--- src/rtl/sdft_pkg.sv ---
// sdft_pkg
// Shared helpers for the sliding-DFT bin engine.
//   sat_result_t : value plus a flag telling whether it was clamped
//   sign_extend  : sign-extend the low 'width' bits of a raw vector to 64 bits
//   cplx_re/im   : unpack one signed component of a {re, im} complex bus
//   cplx_pack    : pack two components back into a {re, im} bus
//   saturate     : clamp a 64-bit signed value to a 'width'-bit signed range
//   round_shift  : round half-up while dropping 'frac' fractional bits
// All helpers work on 64/128-bit containers so any WORD_WIDTH up to 31 fits.
package sdft_pkg;

    typedef struct packed {
        logic signed [63:0] value;
        logic               sat;
    } sat_result_t;

    function automatic logic signed [63:0] sign_extend(input logic [63:0] raw, input int width);
        logic signed [63:0] shifted;
        shifted = $signed(raw << (64 - width));
        return shifted >>> (64 - width);
    endfunction

    function automatic logic signed [63:0] cplx_re(input logic [127:0] bus, input int width);
        logic [127:0] upper;
        upper = bus >> width;
        return sign_extend(upper[63:0], width);
    endfunction

    function automatic logic signed [63:0] cplx_im(input logic [127:0] bus, input int width);
        return sign_extend(bus[63:0], width);
    endfunction

    function automatic logic [127:0] cplx_pack(input logic signed [63:0] re,
                                               input logic signed [63:0] im,
                                               input int width);
        logic [127:0] mask;
        mask = (128'd1 << width) - 128'd1;
        return ((128'(re) & mask) << width) | (128'(im) & mask);
    endfunction

    function automatic sat_result_t saturate(input logic signed [63:0] value, input int width);
        sat_result_t        res;
        logic signed [63:0] max_val;
        logic signed [63:0] min_val;
        max_val   = (64'sd1 <<< (width - 1)) - 64'sd1;
        min_val   = -(64'sd1 <<< (width - 1));
        res.value = value;
        res.sat   = 1'b0;
        if (value > max_val) begin
            res.value = max_val;
            res.sat   = 1'b1;
        end else if (value < min_val) begin
            res.value = min_val;
            res.sat   = 1'b1;
        end
        return res;
    endfunction

    // Adding half an LSB before the arithmetic shift gives round-half-up
    // (towards +inf on exact ties) for both signs.
    function automatic logic signed [63:0] round_shift(input logic signed [63:0] value, input int frac);
        if (frac <= 0) begin
            return value;
        end
        return (value + (64'sd1 <<< (frac - 1))) >>> frac;
    endfunction

endpackage

--- src/rtl/sdft_cmult.sv ---
// sdft_cmult
// Pipelined full-precision complex multiplier P = A * B with a side-band tag.
// Ports:
//   clk, reset_n        : clock, async active-low reset (valid bits only)
//   valid, tag          : slot valid and opaque tag travelling with the data
//   a_re, a_im          : first operand (signed WORD_WIDTH)
//   b_re, b_im          : second operand (signed WORD_WIDTH)
//   prod_valid/prod_tag : delayed valid and tag, aligned with the product
//   prod_re, prod_im    : full-precision product (2*WORD_WIDTH+1 bits)
//   busy                : any valid slot held inside the multiplier
// Latency is exactly MULT_LATENCY register stages.
module sdft_cmult #(
    parameter  int WORD_WIDTH   = 16,
    parameter  int MULT_LATENCY = 3,
    parameter  int TAG_W        = 1,
    localparam int PW           = 2 * WORD_WIDTH + 1
) (
    input  logic                         clk,
    input  logic                         reset_n,
    input  logic                         valid,
    input  logic        [TAG_W-1:0]      tag,
    input  logic signed [WORD_WIDTH-1:0] a_re,
    input  logic signed [WORD_WIDTH-1:0] a_im,
    input  logic signed [WORD_WIDTH-1:0] b_re,
    input  logic signed [WORD_WIDTH-1:0] b_im,
    output logic                         prod_valid,
    output logic        [TAG_W-1:0]      prod_tag,
    output logic signed [PW-1:0]         prod_re,
    output logic signed [PW-1:0]         prod_im,
    output logic                         busy
);

    logic signed [PW-1:0]    re_calc;
    logic signed [PW-1:0]    im_calc;
    logic signed [PW-1:0]    re_pipe  [MULT_LATENCY];
    logic signed [PW-1:0]    im_pipe  [MULT_LATENCY];
    logic        [TAG_W-1:0] tag_pipe [MULT_LATENCY];
    logic [MULT_LATENCY-1:0] valid_pipe;

    // Operands are widened before multiplying so no product bit is lost.
    always_comb begin
        re_calc = PW'(a_re) * PW'(b_re) - PW'(a_im) * PW'(b_im);
        im_calc = PW'(a_re) * PW'(b_im) + PW'(a_im) * PW'(b_re);
    end

    // Data and tags need no reset: they only matter alongside a valid bit.
    always_ff @(posedge clk) begin
        re_pipe[0]  <= re_calc;
        im_pipe[0]  <= im_calc;
        tag_pipe[0] <= tag;
        for (int i = 1; i < MULT_LATENCY; i++) begin
            re_pipe[i]  <= re_pipe[i-1];
            im_pipe[i]  <= im_pipe[i-1];
            tag_pipe[i] <= tag_pipe[i-1];
        end
    end

    always_ff @(posedge clk or negedge reset_n) begin
        if (!reset_n) begin
            valid_pipe <= '0;
        end else begin
            valid_pipe[0] <= valid;
            for (int i = 1; i < MULT_LATENCY; i++) begin
                valid_pipe[i] <= valid_pipe[i-1];
            end
        end
    end

    assign prod_valid = valid_pipe[MULT_LATENCY-1];
    assign prod_tag   = tag_pipe[MULT_LATENCY-1];
    assign prod_re    = re_pipe[MULT_LATENCY-1];
    assign prod_im    = im_pipe[MULT_LATENCY-1];
    assign busy       = |valid_pipe;

endmodule

--- src/rtl/sdft_bin_engine.sv ---
// sdft_bin_engine
// Sliding-DFT bin update: X_k(new) = W_k * (d(X_k(prev)) + diff), rounded and
// saturated, with bin index / channel tags carried alongside the data.
// Ports:
//   clk, reset_n         : clock, async active-low reset
//   i_valid, i_damp      : sample valid, apply leaky damping to Xk_prev
//   sample_diff          : x[n] - x[n-N]
//   twiddle, Xk_prev     : {re, im} twiddle (Q TW_FRAC) and previous bin
//   i_idx, i_chan        : bin index and channel tags
//   i_ovf_clr            : clear sticky overflow
//   o_valid, o_Xk        : write-back enable and updated {re, im} bin
//   o_idx, o_chan        : tags aligned with o_Xk
//   o_sat, o_ovf         : this result saturated, sticky overflow
//   o_busy               : a sample is still travelling through the pipeline
// Latency is MULT_LATENCY + 2 cycles, one sample per cycle, no backpressure.
module sdft_bin_engine
    import sdft_pkg::*;
#(
    parameter  int WORD_WIDTH   = 16,
    parameter  int FFT_SIZE     = 512,
    parameter  int CHANNELS     = 1,
    parameter  int MULT_LATENCY = 3,
    parameter  int TW_FRAC      = WORD_WIDTH - 2,
    parameter  int DAMP_SHIFT   = 8,
    localparam int IDX_W        = $clog2(FFT_SIZE),
    localparam int CH_W         = (CHANNELS > 1) ? $clog2(CHANNELS) : 1
) (
    input  logic                         clk,
    input  logic                         reset_n,
    input  logic                         i_valid,
    input  logic                         i_damp,
    input  logic signed [WORD_WIDTH-1:0] sample_diff,
    input  logic [2*WORD_WIDTH-1:0]      twiddle,
    input  logic [2*WORD_WIDTH-1:0]      Xk_prev,
    input  logic [IDX_W-1:0]             i_idx,
    input  logic [CH_W-1:0]              i_chan,
    input  logic                         i_ovf_clr,
    output logic                         o_valid,
    output logic [2*WORD_WIDTH-1:0]      o_Xk,
    output logic [IDX_W-1:0]             o_idx,
    output logic [CH_W-1:0]              o_chan,
    output logic                         o_sat,
    output logic                         o_ovf,
    output logic                         o_busy
);

    localparam int PW    = 2 * WORD_WIDTH + 1;
    localparam int TAG_W = IDX_W + CH_W + 1;

    logic signed [63:0] prev_re;
    logic signed [63:0] prev_im;
    logic signed [63:0] damp_re;
    logic signed [63:0] damp_im;
    logic signed [63:0] re_sum;
    sat_result_t        re_sum_sat;

    logic                         s1_valid;
    logic signed [WORD_WIDTH-1:0] s1_re;
    logic signed [WORD_WIDTH-1:0] s1_im;
    logic signed [WORD_WIDTH-1:0] s1_tw_re;
    logic signed [WORD_WIDTH-1:0] s1_tw_im;
    logic [IDX_W-1:0]             s1_idx;
    logic [CH_W-1:0]              s1_chan;
    logic                         s1_sat;

    logic                 prod_valid;
    logic [TAG_W-1:0]     prod_tag;
    logic signed [PW-1:0] prod_re;
    logic signed [PW-1:0] prod_im;
    logic                 mult_busy;

    logic signed [63:0] rnd_re;
    logic signed [63:0] rnd_im;
    sat_result_t        out_re_sat;
    sat_result_t        out_im_sat;
    logic               out_sat;
    logic [127:0]       out_bus;

    // Stage 1 arithmetic. Damping x - (x >>> s) shrinks magnitude so it can
    // never overflow; only the real-part sum with sample_diff can clamp.
    always_comb begin
        prev_re = cplx_re(128'(Xk_prev), WORD_WIDTH);
        prev_im = cplx_im(128'(Xk_prev), WORD_WIDTH);
        damp_re = prev_re;
        damp_im = prev_im;
        if (i_damp) begin
            damp_re = prev_re - (prev_re >>> DAMP_SHIFT);
            damp_im = prev_im - (prev_im >>> DAMP_SHIFT);
        end
        re_sum     = damp_re + 64'(sample_diff);
        re_sum_sat = saturate(re_sum, WORD_WIDTH);
    end

    always_ff @(posedge clk or negedge reset_n) begin
        if (!reset_n) begin
            s1_valid <= 1'b0;
            s1_re    <= '0;
            s1_im    <= '0;
            s1_tw_re <= '0;
            s1_tw_im <= '0;
            s1_idx   <= '0;
            s1_chan  <= '0;
            s1_sat   <= 1'b0;
        end else begin
            s1_valid <= i_valid;
            s1_re    <= re_sum_sat.value[WORD_WIDTH-1:0];
            s1_im    <= damp_im[WORD_WIDTH-1:0];
            s1_tw_re <= twiddle[2*WORD_WIDTH-1:WORD_WIDTH];
            s1_tw_im <= twiddle[WORD_WIDTH-1:0];
            s1_idx   <= i_idx;
            s1_chan  <= i_chan;
            s1_sat   <= re_sum_sat.sat;
        end
    end

    // Tags ride through the multiplier so they stay aligned by construction.
    sdft_cmult #(
        .WORD_WIDTH  (WORD_WIDTH),
        .MULT_LATENCY(MULT_LATENCY),
        .TAG_W       (TAG_W)
    ) u_cmult (
        .clk       (clk),
        .reset_n   (reset_n),
        .valid     (s1_valid),
        .tag       ({s1_idx, s1_chan, s1_sat}),
        .a_re      (s1_tw_re),
        .a_im      (s1_tw_im),
        .b_re      (s1_re),
        .b_im      (s1_im),
        .prod_valid(prod_valid),
        .prod_tag  (prod_tag),
        .prod_re   (prod_re),
        .prod_im   (prod_im),
        .busy      (mult_busy)
    );

    always_comb begin
        rnd_re     = round_shift(64'(prod_re), TW_FRAC);
        rnd_im     = round_shift(64'(prod_im), TW_FRAC);
        out_re_sat = saturate(rnd_re, WORD_WIDTH);
        out_im_sat = saturate(rnd_im, WORD_WIDTH);
        out_sat    = prod_tag[0] | out_re_sat.sat | out_im_sat.sat;
        out_bus    = cplx_pack(out_re_sat.value, out_im_sat.value, WORD_WIDTH);
    end

    // Output registers hold the last valid result during gaps. Overflow is
    // raised on the edge that loads a saturated result and is also held
    // through the cycle it is displayed, so a simultaneous clear loses.
    always_ff @(posedge clk or negedge reset_n) begin
        if (!reset_n) begin
            o_valid <= 1'b0;
            o_Xk    <= '0;
            o_idx   <= '0;
            o_chan  <= '0;
            o_sat   <= 1'b0;
            o_ovf   <= 1'b0;
        end else begin
            o_valid <= prod_valid;
            if (prod_valid) begin
                o_Xk   <= out_bus[2*WORD_WIDTH-1:0];
                o_idx  <= prod_tag[TAG_W-1:CH_W+1];
                o_chan <= prod_tag[CH_W:1];
                o_sat  <= out_sat;
            end
            o_ovf <= (prod_valid & out_sat) | (o_valid & o_sat) | (o_ovf & ~i_ovf_clr);
        end
    end

    // A sample counts as in flight until it lands in the output register.
    assign o_busy = s1_valid | mult_busy;

endmodule

--- config.mk ---
export PLATFORM = sky130hd
export DESIGN_NAME = sdft_bin_engine
export DESIGN_NICKNAME = d
export VERILOG_FILES = /design/src/rtl/sdft_pkg.sv /design/src/rtl/sdft_cmult.sv /design/src/rtl/sdft_bin_engine.sv
export SDC_FILE = /design/constraint.sdc
export NUM_CORES = 2
export LEC_CHECK = 0
export CORE_ASPECT_RATIO = 1.5
export CORE_UTILIZATION = 60
export CTS_CLUSTER_DIAMETER = 120
export DETAILED_ROUTE_END_ITERATION = 16
export GPL_TIMING_DRIVEN = 1
export PLACE_DENSITY = 0.78
export SLEW_MARGIN = 20
export SYNTH_ARGS = -nofsm -noshare
export SYNTH_HDL_FRONTEND = slang
export SYNTH_SLANG_ARGS = --single-unit
--- constraint.sdc ---
create_clock -name clk -period 8.45 [get_ports clk]
set_clock_uncertainty 0.1 [all_clocks]
set_input_delay 1.69 -clock clk [delete_from_list [all_inputs] [get_ports clk]]
set_output_delay 1.69 -clock clk [all_outputs]
set_load 0.1 [all_outputs]
== Yosys cells after proc, flatten, opt, wreduce, memory -nomap -nowiden ==
Memories as Yosys holds them, arrays and structs flattened.
Cells that the tools add are included.
Operators by class
  $add $sub $neg: 7
  $mul: 4
  order comparisons: 6
  muxes and demuxes: 8
  bitwise operators: 10
  reduce and logical (&&, ||, !) cells: 1
Operators by type and width (number)
  $mul 16x16->32: 4
  $mux 17: 6
  $add 33x15->34 const B: 2
  $add 64x16->64: 1
  $gt 64x16->1 const B: 1
  $lt 64x16->1 const B: 1
  $mux 64: 1
  $gt 20x16->1 const B: 2
  $lt 20x16->1 const B: 2
  $add 33x33->33: 1
  $sub 33x33->33: 1
  $or 32x16->32: 1
  $sub 16x8->17: 1
  $mux 16: 1
  $sub 16x8->16: 1
  $or 1x1->1: 5
  $and 1x1->1: 3
  $reduce_or 3->1: 1
  $not 1->1: 1
Storage, ports and cells
  flip-flop bits (word level): 124
  bits in writable memories: 231
  input port bits: 95
  output and inout port bits: 46
  word-level logic and storage cells: 54
  memories kept: 3
Memories
  u_cmult.im_pipe: words 3, width 33, rd ports 3, clocked after memory_dff 0, wr ports 3, line sdft_cmult.sv:36  | logic signed [PW-1:0] im_pipe [MULT_LATENCY];
  u_cmult.re_pipe: words 3, width 33, rd ports 3, clocked after memory_dff 0, wr ports 3, line sdft_cmult.sv:35  | logic signed [PW-1:0] re_pipe [MULT_LATENCY];
  u_cmult.tag_pipe: words 3, width 11, rd ports 3, clocked after memory_dff 0, wr ports 3, line sdft_cmult.sv:37  | logic [TAG_W-1:0] tag_pipe [MULT_LATENCY];

== Depth between registers and ports, before layout ==
An unclocked memory read counts as a cell.
  depth in word-level cells: 10
  depth in mapped cells: 34
  gate-level depth less buffers: 33

== By module ==
Synthesis repeated with hierarchy kept, for this count alone.
Unflattened totals
  cell total of the unflattened synthesis: 5392
  area, all modules: 53450.0 sq um
By module, submodules not included
  sdft_cmult: times used 1, cells each 4640, area each 45662.5 sq um, seq. area each 4699.5 sq um
  sdft_bin_engine: times used 1, cells each 752, area each 7787.5 sq um, seq. area each 3027.9 sq um

== Worst setup path after synthesis ==
Ideal clock, no wire load.
  path type: register to register
  from: register s1_im[15]
  to: memory u_cmult.re_pipe[0][31] (netlist name)
  setup time: 0.127 ns
  data arrival time: 7.387 ns
  data required time: 8.223 ns
  slack: 0.837 ns
  stages on the path, launching flop included: 28
  buffers on the path: 1
  cells stage by stage: dfrtp_1 -> inv_1 -> clkbuf_1 -> nor2_1 -> fa_1 -> fa_1 -> fa_1 -> fa_1 -> fa_1 -> inv_1 -> fa_1 -> inv_1 -> ha_1 -> a21o_1 -> a21o_1 -> a221o_2 -> a2111oi_4 -> nor3_1 -> a31o_1 -> a21oi_2 -> xor2_1 -> ha_1 -> a21oi_1 -> inv_1 -> o2bb2ai_1 -> a211oi_1 -> a21oi_1 -> xor2_1
RTL lines
  start: declaration: line sdft_bin_engine.sv:59  | logic signed [WORD_WIDTH-1:0] s1_im;
  start signal: assignment: line sdft_bin_engine.sv:107  | s1_im <= damp_im[WORD_WIDTH-1:0];
  end: declaration: line sdft_cmult.sv:35

==> impl_metrics.yaml <==
synthesis:
  synth_simple_gate_area_frac: 0.144
  netlist_instances: 5561
  synth-compound-area-share: 0.0681
  synth_cell_types: 87
  synth-edff-count: 0
  yosysSeqAreaShare: 0.118
  postSynth.asyncResetShare: 0.448
  yosysWarnings: 0
  synthMuxAreaShare: 0.00652
  synth.avg_cell_area_um2: 9.36
  synth_fp_nets: 7162
  synth_xor_area_frac: 0.0390
  synth_area_um2: 52000
  synth-main-ff-cell: "dfxtp_1"
  synth_top_family_by_area: "adder cells"
  synthAdderAreaFrac: 0.516
  synth-seq-cells: 277
critical_path:
  crit_required_ns: 8.86
  crit_type: "flop to flop"
  start_kind: "flop"
  worst_path_largest_cell_delay_ns: 0.84
  worst-path-buf-inv: 6
  cpLargestDelayFamily: "adder cells"
  path_common_cell: "fa_1"
  critPathSlowestCell: "dfrtp_1"
  cp_max_fo: 13
  cp-end-kind: "flop"
  cp.arrival_ns: 8.48
cts:
  cts.sinks: 277
  cts_buffers: 28
  clk_latency_ns: 0.63
  root_buffer: "clkbuf_16"
  cts_buffer_depth: 3
  h-tree-depth: 1
  cts_tree: "yes"
  clkTransAtPathRegs_ns: 0.07
outcome:
  run_status: "complete, no violations"
grt:
  grt_pass1_vias: 40700
  grt_max_degree: 76
  antenna_found_initial: 1
  grt-ovfl-total: 0
  grtUsageTotal: 0.293
  grt_pass1_wl_um: 204000
floorplanning:
  ios: 141
  dieArea_um2: 87900
  die_h_um: 363
  core_um2: 85400
  die_width_um: 242
  num_rows: 131
  start_util: 0.609
place:
  pre_cts_ws_ns: 0.0526
  place_hpwl_um: 103000
  port_buffers: 140
  dpl_cell_area_um2: 55200
  place.gp.congestion: 0.945
sta:
  tns_ns: 0
  fin_crit_sh: 0.955
  worst_slew_pin_slew_ns: 1.01
  finalHoldViolCount: 0
  finalCriticalPeriod_ns: 8.07
  clock.fmax_mhz: 124
  setup_slack_ns: 0.380
  slew_headroom: 0.324
  whs_ns: 0.226
  slew_viol_final: 0
  setup_viol: 0
detailed_routing:
  avgRoutedWirePerCell_um: 17.9
  highest_layer: "met4"
  met2WireLength_um: 60700
  routed_wirelength_um: 122000
  dr_total_vias: 37700
  vias_per_cell: 5.52
  drc: 0
  route.met3.wl_um: 7380
  firstDrtPassIters: 5
  wl_met1_um: 43900
  drtIter0Drc: 2253
  antenna_left: 0
layout:
  layout_commonest_cell: "inv_1"
  fin_area_um2: 56300
  layout_common_cells: "inv_1, fa_1, nand2_1"
  layout.nets: 7271
  drive_gt1_frac: 0.0536
  fillers: 6768
  syn2layout_area_growth_pct: 8.18
min_path:
  hp-class: "flop to flop"
run:
  max_cap_violations: 0
[state kept, by name (all words and copies together) (netlist names)]
| signal | count |
|---|---|
| o_Xk | 32 |
| o_chan | 1 |
| o_idx | 9 |
| o_ovf | 1 |
| o_sat | 1 |
| o_valid | 1 |
| s1_chan | 1 |
| s1_idx | 9 |
| s1_im | 16 |
| s1_re | 16 |
| s1_sat | 1 |
| s1_tw_im | 16 |
| s1_tw_re | 16 |
| s1_valid | 1 |
| u_cmult.im_pipe | 60 |
| u_cmult.re_pipe | 60 |
| u_cmult.tag_pipe | 33 |
| u_cmult.valid_pipe | 3 |
[area by class of cell]
class,count,area [um^2],area share
Antenna cell,3,7.51,0.000133
Multi-Input combinational cell,3785,40300,0.716
Timing Repair Buffer,293,2610,0.0463
Clock inverter,20,189,0.00336
Inverter,1285,4830,0.0857
Tap cell,1130,1410,0.0251
Sequential cell,277,6200,0.110
Clock buffer,32,726,0.0129
[path summary, 6_finish.rpt]
| path | startpoint | end | slack (ns) | cells after the start |
|---|---|---|---|---|
| max in group asynchronous | reset_n | s1_tw_im[5] | 5.98 | 2 |
| min reg2reg | u_cmult.re_pipe[0][60] | u_cmult.re_pipe[0][93] | 0.23 | 0 |
| min in group asynchronous | reset_n | o_idx[7] | 1.01 | 1 |
| max | s1_tw_re[15] | u_cmult.re_pipe[0][30] | 0.38 | 29 |
| min | u_cmult.re_pipe[0][60] | u_cmult.re_pipe[0][93] | 0.23 | 0 |
| max reg2reg | s1_tw_re[15] | u_cmult.re_pipe[0][30] | 0.38 | 29 |
[cells in the mapped netlist (6+ instances only)]
| cell type | instances | area, um^2 |
|---|---|---|
| a31oi_1 | 13 | 81.3 |
| nor3_1 | 44 | 220 |
| nor2_1 | 163 | 612 |
| and3_1 | 18 | 113 |
| dfxtp_1 | 153 | 3060 |
| o211ai_1 | 21 | 158 |
| o21ai_0 | 68 | 340 |
| inv_1 | 1285 | 4820 |
| a211oi_1 | 14 | 105 |
| a21o_1 | 88 | 661 |
| or3_1 | 14 | 87.6 |
| o31ai_1 | 9 | 67.6 |
| ha_1 | 439 | 5490 |
| nand4_1 | 22 | 138 |
| o22a_1 | 14 | 123 |
| o21a_1 | 35 | 263 |
| dfrtp_1 | 124 | 3100 |
| xor2_1 | 73 | 639 |
| and2_1 | 493 | 3080 |
| nor2b_1 | 30 | 188 |
| nand2_1 | 551 | 2070 |
| o31a_1 | 8 | 70.1 |
| o21ai_1 | 22 | 110 |
| mux2i_1 | 8 | 80.1 |
| xnor2_1 | 159 | 1390 |
| clkbuf_1 | 209 | 785 |
| nand3_1 | 46 | 230 |
| a21oi_1 | 156 | 781 |
| and4_1 | 9 | 78.8 |
| mux2_2 | 23 | 259 |
| o21bai_1 | 20 | 150 |
| nor4_1 | 6 | 37.5 |
| nand2b_1 | 47 | 294 |
| fa_1 | 1067 | 21400 |
| or2_2 | 10 | 62.6 |
[per-layer routing]
layer | vias up | GRT usage
met5 | - | 0
met4 | 0 | 0.197
met3 | 370 | 0.0340
met2 | 1218 | 0.507
met1 | 19100 | 0.343
li1 | 16900 | -
[kinds of logic after synthesis]
logic type      Yosys count
fa+ha+maj              1506
buf+inv                1499
flops                   277
mux                      31
compound gates          534
simple gates           1482
xor+xnor                232
[worst register-to-register path, delay by kind of cell (launching register included)]
family          cells  cell delay [ns]
compound gates     12             2.16
flops               1             0.84
xor+xnor            2             0.38
fa+ha+maj           8             3.71
simple gates        1             0.21
buf+inv             6             0.58
[repair_timing]
item                                   in CTS  in global routing
hold buffers                                0                  0
buffers inserted                            0                  3
endpoints found under the hold margin       0                  0
gates resized for setup                     0                 42
setup endpoints to repair                   0                 18
[metrics by stage]
stage,util,cells
after floorplan,-,5561
after global placement,0.647,6767
after detailed placement,0.647,6767
after CTS,0.658,6819
after global routing,0.659,6822
final,0.659,6825
Power is left out: the tool's default activity adds up to more than one toggle a clock period on the data nets, which glitch-free logic cannot reach.
